===== config.mk =====
export PLATFORM = sky130hd
export DESIGN_NAME = i2c_reg_sequencer_flat
export DESIGN_NICKNAME = d
export VERILOG_FILES = /design/src/rtl/i2c_reg_sequencer_if.sv /design/src/rtl/i2c_reg_sequencer.sv /design/src/flat_wrapper.sv
export SDC_FILE = /design/constraint.sdc
export NUM_CORES = 1
export LEC_CHECK = 0
export ABC_AREA = 1
export BUFFER_PORTS_ARGS = -buffer_cell sky130_fd_sc_hd__buf_2
export CAP_MARGIN = 25
export CORE_AREA = 4 4 111 71
export DETAILED_ROUTE_END_ITERATION = 16
export DIE_AREA = 0 0 115 75
export PLACE_DENSITY = 0.64
export RECOVER_POWER = 50
export SLEW_MARGIN = 0
export SYNTH_ARGS = -nofsm -noshare
export SYNTH_HDL_FRONTEND = slang
export SYNTH_SLANG_ARGS = --single-unit
export TNS_END_PERCENT = 30

===== constraint.sdc =====
create_clock -name clk -period 2.1 [get_ports clk]
set_input_delay 0.21 -clock clk [delete_from_list [all_inputs] [get_ports clk]]
set_output_delay 0.21 -clock clk [all_outputs]
set_load 0.05 [all_outputs]

===== src/rtl/i2c_reg_sequencer_if.sv =====
// i2c_reg_sequencer_if: request, byte-engine command/response and completion signals of the sequencer
interface i2c_reg_sequencer_if;
  logic       req_valid;
  logic       req_ready;
  logic       req_rw;
  logic [6:0] req_dev;
  logic [7:0] req_reg;
  logic [7:0] req_wdata;
  logic       cmd_valid;
  logic       cmd_ready;
  logic [2:0] cmd_op;
  logic [7:0] cmd_data;
  logic       cmd_nack;
  logic       rsp_valid;
  logic [7:0] rsp_data;
  logic       rsp_nack;
  logic       done;
  logic [7:0] rdata;
  logic [1:0] err;
  logic       busy;
  modport slave (
    input  req_valid, req_rw, req_dev, req_reg, req_wdata, cmd_ready, rsp_valid, rsp_data, rsp_nack,
    output req_ready, cmd_valid, cmd_op, cmd_data, cmd_nack, done, rdata, err, busy
  );
  modport master (
    output req_valid, req_rw, req_dev, req_reg, req_wdata, cmd_ready, rsp_valid, rsp_data, rsp_nack,
    input  req_ready, cmd_valid, cmd_op, cmd_data, cmd_nack, done, rdata, err, busy
  );
endinterface


===== src/rtl/i2c_reg_sequencer.sv =====
// i2c_reg_sequencer: expands one register read/write request into I2C byte-engine commands
module i2c_reg_sequencer #(
  parameter int TIMEOUT_CYCLES = 20000
) (
  input logic                clk,
  input logic                rst,
  i2c_reg_sequencer_if.slave bus
);
  localparam int CW = TIMEOUT_CYCLES > 0 ? $clog2(TIMEOUT_CYCLES + 1) : 1;
  localparam logic [2:0] OP_START = 3'd0, OP_WRITE = 3'd1, OP_READ = 3'd2, OP_STOP = 3'd3, OP_RESTART = 3'd4;
  typedef enum logic [1:0] {IDLE, ISSUE, WAIT, DONE} state_t;
  state_t          state, state_n;
  logic            rw;
  logic [6:0]      dev;
  logic [7:0]      reg_q, wdata, rdata, data;
  logic [1:0]      err;
  logic [2:0]      step, stop_step, op;
  logic [CW-1:0]   cnt;
  logic            tmo, issue;
  // Step index walks the write list (0..4) or the read list (0..6); the last step is always STOP
  assign stop_step = rw ? 3'd6 : 3'd4;
  assign op = step == 3'd0 ? OP_START
            : step == stop_step ? OP_STOP
            : rw && step == 3'd3 ? OP_RESTART
            : rw && step == 3'd5 ? OP_READ
            : OP_WRITE;
  assign data = op != OP_WRITE ? 8'h00
              : step == 3'd1 ? {dev, 1'b0}
              : step == 3'd2 ? reg_q
              : rw ? {dev, 1'b1}
              : wdata;
  assign tmo = TIMEOUT_CYCLES != 0 && cnt == CW'(TIMEOUT_CYCLES - 1);
  assign issue = state == ISSUE;
  assign bus.req_ready = state == IDLE;
  assign bus.cmd_valid = issue;
  assign bus.cmd_op    = issue ? op : OP_START;
  assign bus.cmd_data  = issue ? data : 8'h00;
  assign bus.cmd_nack  = issue && op == OP_READ;
  assign bus.done      = state == DONE;
  assign bus.rdata     = rdata;
  assign bus.err       = err;
  assign bus.busy      = state != IDLE;
  always_ff @(posedge clk or posedge rst)
    if (rst) state <= IDLE;
    else     state <= state_n;
  always_comb begin
    state_n = state;
    case (state)
      IDLE:    state_n = bus.req_valid ? ISSUE : IDLE;
      ISSUE:   state_n = bus.cmd_ready ? WAIT : ISSUE;
      WAIT:    state_n = bus.rsp_valid ? (op == OP_STOP ? DONE : ISSUE) : tmo ? DONE : WAIT;
      default: state_n = IDLE;
    endcase
  end
  always_ff @(posedge clk or posedge rst) begin
    if (rst) begin
      rw    <= 1'b0;
      dev   <= '0;
      reg_q <= '0;
      wdata <= '0;
      step  <= '0;
      cnt   <= '0;
      rdata <= '0;
      err   <= '0;
    end else begin
      if (state == IDLE && bus.req_valid) begin
        rw    <= bus.req_rw;
        dev   <= bus.req_dev;
        reg_q <= bus.req_reg;
        wdata <= bus.req_wdata;
        step  <= '0;
        err   <= '0;
      end
      if (issue && bus.cmd_ready) cnt <= '0;
      if (state == WAIT) begin
        cnt <= cnt == '1 ? cnt : cnt + 1'b1;
        // A NACKed byte skips straight to STOP; err stays set through the STOP response
        if (bus.rsp_valid) begin
          if (op == OP_READ) rdata <= bus.rsp_data;
          if (op == OP_WRITE && bus.rsp_nack) begin
            err  <= 2'd1;
            step <= stop_step;
          end else if (op != OP_STOP) step <= step + 3'd1;
        end else if (tmo) err <= 2'd2;
      end
    end
  end
endmodule


===== src/flat_wrapper.sv =====
// flat-port wrapper written by rule: the top's interface ports become plain ports
module i2c_reg_sequencer_flat 
#(
  parameter int TIMEOUT_CYCLES = 20000
)
  (clk, rst, bus_req_valid, bus_req_rw, bus_req_dev, bus_req_reg, bus_req_wdata, bus_cmd_ready, bus_rsp_valid, bus_rsp_data, bus_rsp_nack, bus_req_ready, bus_cmd_valid, bus_cmd_op, bus_cmd_data, bus_cmd_nack, bus_done, bus_rdata, bus_err, bus_busy);
  i2c_reg_sequencer_if bus_i ();
  input logic clk;
  input logic rst;
  input wire logic [$bits(bus_i.req_valid)-1:0] bus_req_valid;
  input wire logic [$bits(bus_i.req_rw)-1:0] bus_req_rw;
  input wire logic [$bits(bus_i.req_dev)-1:0] bus_req_dev;
  input wire logic [$bits(bus_i.req_reg)-1:0] bus_req_reg;
  input wire logic [$bits(bus_i.req_wdata)-1:0] bus_req_wdata;
  input wire logic [$bits(bus_i.cmd_ready)-1:0] bus_cmd_ready;
  input wire logic [$bits(bus_i.rsp_valid)-1:0] bus_rsp_valid;
  input wire logic [$bits(bus_i.rsp_data)-1:0] bus_rsp_data;
  input wire logic [$bits(bus_i.rsp_nack)-1:0] bus_rsp_nack;
  output wire logic [$bits(bus_i.req_ready)-1:0] bus_req_ready;
  output wire logic [$bits(bus_i.cmd_valid)-1:0] bus_cmd_valid;
  output wire logic [$bits(bus_i.cmd_op)-1:0] bus_cmd_op;
  output wire logic [$bits(bus_i.cmd_data)-1:0] bus_cmd_data;
  output wire logic [$bits(bus_i.cmd_nack)-1:0] bus_cmd_nack;
  output wire logic [$bits(bus_i.done)-1:0] bus_done;
  output wire logic [$bits(bus_i.rdata)-1:0] bus_rdata;
  output wire logic [$bits(bus_i.err)-1:0] bus_err;
  output wire logic [$bits(bus_i.busy)-1:0] bus_busy;
  assign bus_i.req_valid = bus_req_valid;
  assign bus_i.req_rw = bus_req_rw;
  assign bus_i.req_dev = bus_req_dev;
  assign bus_i.req_reg = bus_req_reg;
  assign bus_i.req_wdata = bus_req_wdata;
  assign bus_i.cmd_ready = bus_cmd_ready;
  assign bus_i.rsp_valid = bus_rsp_valid;
  assign bus_i.rsp_data = bus_rsp_data;
  assign bus_i.rsp_nack = bus_rsp_nack;
  assign bus_req_ready = bus_i.req_ready;
  assign bus_cmd_valid = bus_i.cmd_valid;
  assign bus_cmd_op = bus_i.cmd_op;
  assign bus_cmd_data = bus_i.cmd_data;
  assign bus_cmd_nack = bus_i.cmd_nack;
  assign bus_done = bus_i.done;
  assign bus_rdata = bus_i.rdata;
  assign bus_err = bus_i.err;
  assign bus_busy = bus_i.busy;
  i2c_reg_sequencer #(.TIMEOUT_CYCLES(TIMEOUT_CYCLES)) u_core (.clk(clk), .rst(rst), .bus(bus_i));
endmodule

==> impl_metrics.csv, run 1 <==
group,metric,value,unit
run_status,outcome,"finished with violations",
run_status,failing_checks,"negative setup slack",
floorplanning,die_h,75,µm
clock_tree,worst_setup_hold_path_clk_slew,70,ps
logic_synthesis,netlist-cell-type-count,34,
job,maxCapViolCount,0,
sta,final.period_utilization,1.04,
power,swShare,0.490,
drt,firstDrtPassIters,5,
logic_synthesis,synth-warning-count,0,
drt,remaining_drc_errors,0,
power,netSwitchingPower,2.68,mW
placement,place_hpwl,5.68,mm
sta,slew_headroom,0.0957,
clock_tree,clock-sinks,54,
sta,fin_skew,7.02,ps
drt,detail_route.wirelength,7.99,mm
global_route,globalRoute.totalOverflow,0,
setup_path,worstSetupStartpointType,"flop",
power,report.power.total,5.48,mW
floorplanning,initial_core_util,0.434,
min_path,hp-class,"input pin to flop",
power,highest_ir_drop_seen_on_vdd,612,µV
logic_synthesis,postSynthCellCount,401,
logic_synthesis,dominantRegCellSynth,"dfrtp_1",
sta,layout_setup_ws,-75.7,ps
floorplanning,die_area,8630,µm²
global_route,number_of_antenna_violations_at_the_first_check_in_global_routing,0,
power,static-leakage-power,1.87,nW
clock_tree,number_of_cts_inserted_buffers,5,
setup_path,setup.worst_path.class,"flop to output port",
logic_synthesis,netlist_area,3030,µm²
power,power_per_standard_cell_area,1420,nW/µm²
final_layout,areaGrowthSynthToFinish,27.8,%
placement,routabilityCongestion,0.890,
floorplanning,rows,24,
power,p_seq_frac,0.302,
clock_tree,htree_levels,2,
sta,fmax,0.460,GHz
sta,final_critical_period,2180,ps
setup_path,crit_arrival,1970,ps
clock_tree,cts_tree,"built",
drt,antenna_left,0,
drt,route.vias.total,2854,
sta,timing_hold_violations_final,0,
clock_tree,clock_path_buffers,2,
power,part_of_the_total_power_dissipated_in_the_clock_network,0.154,
drt,detail_route.iter0.violations,285,
setup_path,worst-endpoint-required,1890,ps
setup_path,worstPathMaxFanout,4,
logic_synthesis,post_syn_area_per_cell,7.55,µm²
placement,post-place-ws,43.7,ps
placement,io_buffer_count,63,
final_layout,post_route_cells_drive_above_1_share,0.281,
sta,tightestPinTransition,1360,ps
final_layout,antenna_cells_inserted,0,
sta,finalSetupViolations,10,
floorplanning,floorplan.io_pins,64,
final_layout,finish.net_count,517,
sta,final_max_slew_viols,0,
floorplanning,fp.coreArea,6970,µm²
power,power.internal,2.80,mW
logic_synthesis,yosysSeqAreaShare,0.446,
power,power.combinational.fraction,0.544,
drt,route.detailed.wl_per_inst,14.1,µm
clock_tree,cts_root_buffer,"clkbuf_16",
clock_tree,clk_latency,300,ps
global_route,grt_pass1_vias,2570,
global_route,grt_first_pass_wirelength,12.9,mm
logic_synthesis,yosys_register_bits,54,
sta,setup_repair_after_global_routing_missed_its_margin,"true",
drt,viasPerCell,5.05,
floorplanning,die_x,115,µm
logic_synthesis,synth_async_sr_flop_share,1.00,
logic_synthesis,synth_nets,445,
logic_synthesis,synth_enable_flop_cells,0,
setup_path,critical_path.endpoint_type,"output port",
global_route,grt_max_degree,55,
global_route,grt_use_total,0.190,
sta,finalHoldWorstSlack,103,ps
power by group through the flow:
| stage | registers, mW | logic (mW) | clock network (mW) |
|---|---|---|---|
| 3_3_place_gp | 1.63 | 2.49 | 0 |
| 4_1_cts | 1.63 | 2.78 | 0.867 |
| 5_1_grt | 1.69 | 3.25 | 0.907 |
| 2_1_floorplan | 1.83 | 1.75 | 0 |
| 6_report | 1.66 | 2.98 | 0.844 |
| 3_5_place_dp | 1.64 | 2.54 | 0 |
sequential cells by signal, indices dropped and copies added, names as in the netlist:
name / cells
u_core.state: 2
u_core.bus.err: 2
u_core.cnt: 15
u_core.reg_q: 8
u_core.bus.rdata: 8
u_core.dev: 7
u_core.wdata: 8
u_core.step: 3
u_core.rw: 1
synth_stat cells, types with 4 or more instances:
master / number / area [µm²]
nand2_1: 129 / 484
dfrtp_1: 54 / 1350
inv_1: 48 / 180
nor2_1: 34 / 128
nand3_1: 25 / 125
o21ai_0: 23 / 115
o21ai_1: 12 / 60.1
buf_2: 7 / 35.0
nand4_1: 7 / 43.8
o211ai_1: 7 / 52.6
o21ai_2: 7 / 61.3
ha_1: 6 / 75.1
nor3_1: 6 / 30.0
nand2_2: 5 / 31.3
nor2_2: 4 / 25.0
xor2_1: 4 / 35.0
kinds of logic (layout without fill, tap and decap cells):
family                     after synthesis  in the layout  synth area share
and+or+nand+nor                        219            219             0.318
buffers and inverters                   64            137            0.0914
DFF                                     54             54             0.446
AOI/OAI and AO/OA                       53             53             0.105
adders and majority gates                6              6            0.0248
xor gates and xnor gates                 5              5            0.0145
layer usage:
layer  wire (µm)  GRT usage  up-vias
met1        3940      0.289     1331
met3         614     0.0482       10
met4          83     0.0456        0
met2        3360      0.271      104
li1            -          -     1409
met5           0          0        -
stage by stage:
step | cells | area (µm²) | util | setup TNS, ps
global route | 565 | 3870 | 0.555 | -1560
finish | 565 | 3870 | 0.555 | -404
CTS | 564 | 3770 | 0.541 | -647
detailed placement | 550 | 3490 | 0.501 | 0
floorplan | 401 | 3070 | - | -1090
global placement | 550 | 3490 | 0.501 | 0
final cells by class:
cell class / count / area, µm²
multi-input cells: 283 / 1550
well taps: 91 / 114
clock buffers: 5 / 125
clock inverters: 3 / 21.3
flip-flops and latches: 54 / 1360
fillers: 670 / 3100
repair buffers: 78 / 508
inverters: 51 / 196
final timing paths:
path                                      startpoint                              end  slack, ps  cells past startpoint
setup / recovery            u_core.step[1]$_DFF_PP0_                     bus_cmd_nack        -80                      8
min in group asynchronous                        rst  u_core.bus.rdata[4]$_DFFE_PP0P_        900                      4
hold / removal                        bus_req_dev[2]        u_core.dev[2]$_DFFE_PP0P_        100                      3
hold reg to reg            u_core.dev[4]$_DFFE_PP0P_        u_core.dev[4]$_DFFE_PP0P_        480                      2
setup reg to reg            u_core.step[1]$_DFF_PP0_         u_core.step[1]$_DFF_PP0_        280                     11
max in group asynchronous                        rst         u_core.step[0]$_DFF_PP0_        290                      4
layout by cell type, fill, tap and decap left out, drive strengths merged:
cell type    synthesis  layout
xor2                 4       4
a21oi                2       2
nand4                7       7
clkinvlp             0       1
nor2                41      41
dlygate4sd3          0       1
clkinv               1       3
or2                  2       2
buf                 11      68
o31ai                1       1
nand3               27      27
nand2              135     135
inv                 50      50
o21bai               1       1
o21ai               42      42
dfrtp               54      54
clkbuf               2      14
ha                   6       6
o211ai               7       7
nor3                 7       7
xnor2                1       1
worst max-delay path, stage by stage, from the launching register on:
cell	delay, ps
dfrtp_2	470
ha_4	190
ha_4	160
inv_1	50
nand4_1	140
nand2_2	160
inv_2	90
nor3_2	220
buf_6	190
repair_timing:
item | CTS | global route
hold endpoints to repair | 54 | 0
hold buffers | 1 | 0
gates cloned | 1 | 0
buffers inserted | 4 | 1
setup endpoints to repair | 11 | 11
resized for setup | 33 | 27
pin swaps | 8 | 1
(Power assumes the default switching activity.)
==> run 2, diff against run 1 <==
clock period = 2.7 ns   (was 2.1 ns; I/O delays follow)
==> run 2 against run 1 <==
  * Wire length is 5.5% lower
  * The flow finishes with violations (max-capacitance violations, max-slew violations)
  * Final cell count is 1.6% lower
  * Sequential cell count stayed put
  * Worst setup slack better by 310 ps
  * Combinational power is 38% lower
  * Die area stayed put
  * Global-route usage is 0.70 points lower
  * Largest power group unchanged
==> impl_metrics.csv, run 2 (synthesized netlist as in run 1, its figures left out) <==
group,metric,value,unit
sta,final_critical_period,2460,ps
power,swShare,0.494,
drt,detail_route.iter0.violations,169,
placement,routabilityCongestion,0.922,
drt,antenna_left,0,
power,static-leakage-power,1.78,nW
global_route,grt_first_pass_wirelength,12.3,mm
final_layout,fillerInstances,699,
final_layout,design_area,3540,µm²
clock_tree,count_of_hold_fix_buffers_inserted_at_cts,0,
drt,detail_route.wirelength,7.55,mm
global_route,grt_use_total,0.183,
sta,timing_hold_violations_final,0,
floorplanning,die_area,8630,µm²
sta,final.period_utilization,0.912,
run_status,failing_checks,"max-capacitance violations, max-slew violations",
drt,route.detailed.wl_per_inst,13.6,µm
global_route,number_of_antenna_violations_at_the_first_check_in_global_routing,0,
global_route,globalRoute.totalOverflow,0,
final_layout,largest_reg_flops,15,
placement,io_buffer_count,63,
final_layout,antenna_cells_inserted,0,
sta,finalSetupViolations,0,
clock_tree,cts_root_buffer,"clkbuf_16",
sta,tightestPinTransition,1620,ps
final_layout,most-common-layout-cells,"nand2_1, dfrtp_1, buf_2",
clock_tree,cts_tree,"built",
final_layout,areaGrowthSynthToFinish,16.9,%
setup_path,worst-endpoint-required,2430,ps
run_status,outcome,"finished with violations",
sta,setup_repair_after_global_routing_missed_its_margin,"false",
drt,route.vias.total,2705,
floorplanning,floorplan.io_pins,64,
setup_path,worstSetupStartpointType,"flop",
global_route,grt_pass1_vias,2490,
drt,remaining_drc_errors,0,
setup_path,crit_arrival,2190,ps
clock_tree,number_of_cts_inserted_buffers,5,
setup_path,worstPathMaxFanout,8,
sta,slew_headroom,-0.0793,
final_layout,multi_input_comb_area,1400,µm²
drt,viasPerCell,4.87,
setup_path,setup.worst_path.class,"flop to output port",
clock_tree,worst_setup_hold_path_clk_slew,70,ps
placement,post-place-ws,591,ps
clock_tree,post_cts.resized_instances,0,
sta,fin_skew,4.78,ps
sta,finalHoldWorstSlack,164,ps
placement,place_hpwl,5.62,mm
power,power.combinational.fraction,0.490,
power,p_seq_frac,0.339,
final_layout,final_core_util,0.508,
clock_tree,postCtsSetupRepairBufs,0,
final_layout,post_route_cells_drive_above_1_share,0.194,
min_path,hp-class,"input pin to flop",
drt,firstDrtPassIters,4,
floorplanning,rows,24,
power,power_per_standard_cell_area,1070,nW/µm²
floorplanning,initial_core_util,0.434,
floorplanning,die_h,75,µm
job,maxCapViolCount,1,
power,netSwitchingPower,1.86,mW
clock_tree,clk_latency,300,ps
global_route,grt_max_degree,36,
power,power.internal,1.91,mW
clock_tree,clock_path_buffers,2,
clock_tree,clock-sinks,54,
sta,fmax,0.406,GHz
placement,placedInstanceArea,3420,µm²
floorplanning,fp.coreArea,6970,µm²
sta,layout_setup_ws,238,ps
power,part_of_the_total_power_dissipated_in_the_clock_network,0.172,
clock_tree,htree_levels,2,
final_layout,final_common_cell,"nand2_1",
sta,final_max_slew_viols,30,
setup_path,critical_path.endpoint_type,"output port",
final_layout,regMostFlops,"u_core.cnt",
final_layout,layout.area.seq,1350,µm²
power,highest_ir_drop_seen_on_vdd,659,µV
final_layout,finish.net_count,508,
sta,finalSetupTns,0,ps
floorplanning,die_x,115,µm
[run 2: critical path, stage by stage, from the launching register on]
cell     delay (ps)
dfrtp_1         440
ha_1            240
ha_1            220
nand2_1          80
nand2_1          70
nand2_2          80
nand2_4          80
nor2_4          100
nand2_2         150
nor2_1          150
buf_2           280
[run 2: power by group through the flow]
stage                     Sequential [mW]  Clock (mW)  Combinational (mW)
after floorplan                      1.42           0                1.29
after global placement               1.28           0                1.85
after detailed placement             1.28           0                1.87
after CTS                            1.27       0.667                1.88
after global routing                 1.31       0.693                2.03
final                                1.28       0.648                1.85
[run 2: path summary, 6_finish.rpt]
path / start / end / slack (ps) / cells past startpoint
setup reg to reg: u_core.cnt[0]$_DFFE_PP0P_ / u_core.bus.err[0]$_DFF_PP0_ / 850 / 8
min in group asynchronous: rst / u_core.bus.rdata[1]$_DFFE_PP0P_ / 450 / 3
hold reg to reg: u_core.dev[6]$_DFFE_PP0P_ / u_core.dev[6]$_DFFE_PP0P_ / 480 / 2
hold / removal: bus_req_dev[2] / u_core.dev[2]$_DFFE_PP0P_ / 160 / 3
max in group asynchronous: rst / u_core.reg_q[0]$_DFFE_PP0P_ / 1210 / 3
setup / recovery: u_core.step[0]$_DFF_PP0_ / bus_cmd_data[2] / 240 / 10
[run 2: per-layer routing]
| layer | up-vias | share of wire | GRT usage | wire [µm] |
|---|---|---|---|---|
| met4 | 0 | 0.0079 | 0.0352 | 60 |
| met3 | 8 | 0.072 | 0.0522 | 540 |
| met1 | 1221 | 0.56 | 0.303 | 4200 |
| li1 | 1391 | - | - | - |
| met5 | - | 0 | 0 | 0 |
| met2 | 85 | 0.36 | 0.229 | 2750 |
[run 2: area by class of cell]
type                       instances  share of cell area
sequential                        54               0.382
multi-input combinational        283               0.396
clock inverter                     2             0.00389
timing repair buffer              69              0.0952
inverter                          51              0.0541
clock buffer                       6              0.0364
tap                               91              0.0322
[run 2: through the flow]
step                power [mW]  instances
floorplan                 2.71        401
global placement          3.14        548
detailed placement        3.15        548
CTS                       3.82        556
global route              4.03        556
finish                    3.77        556
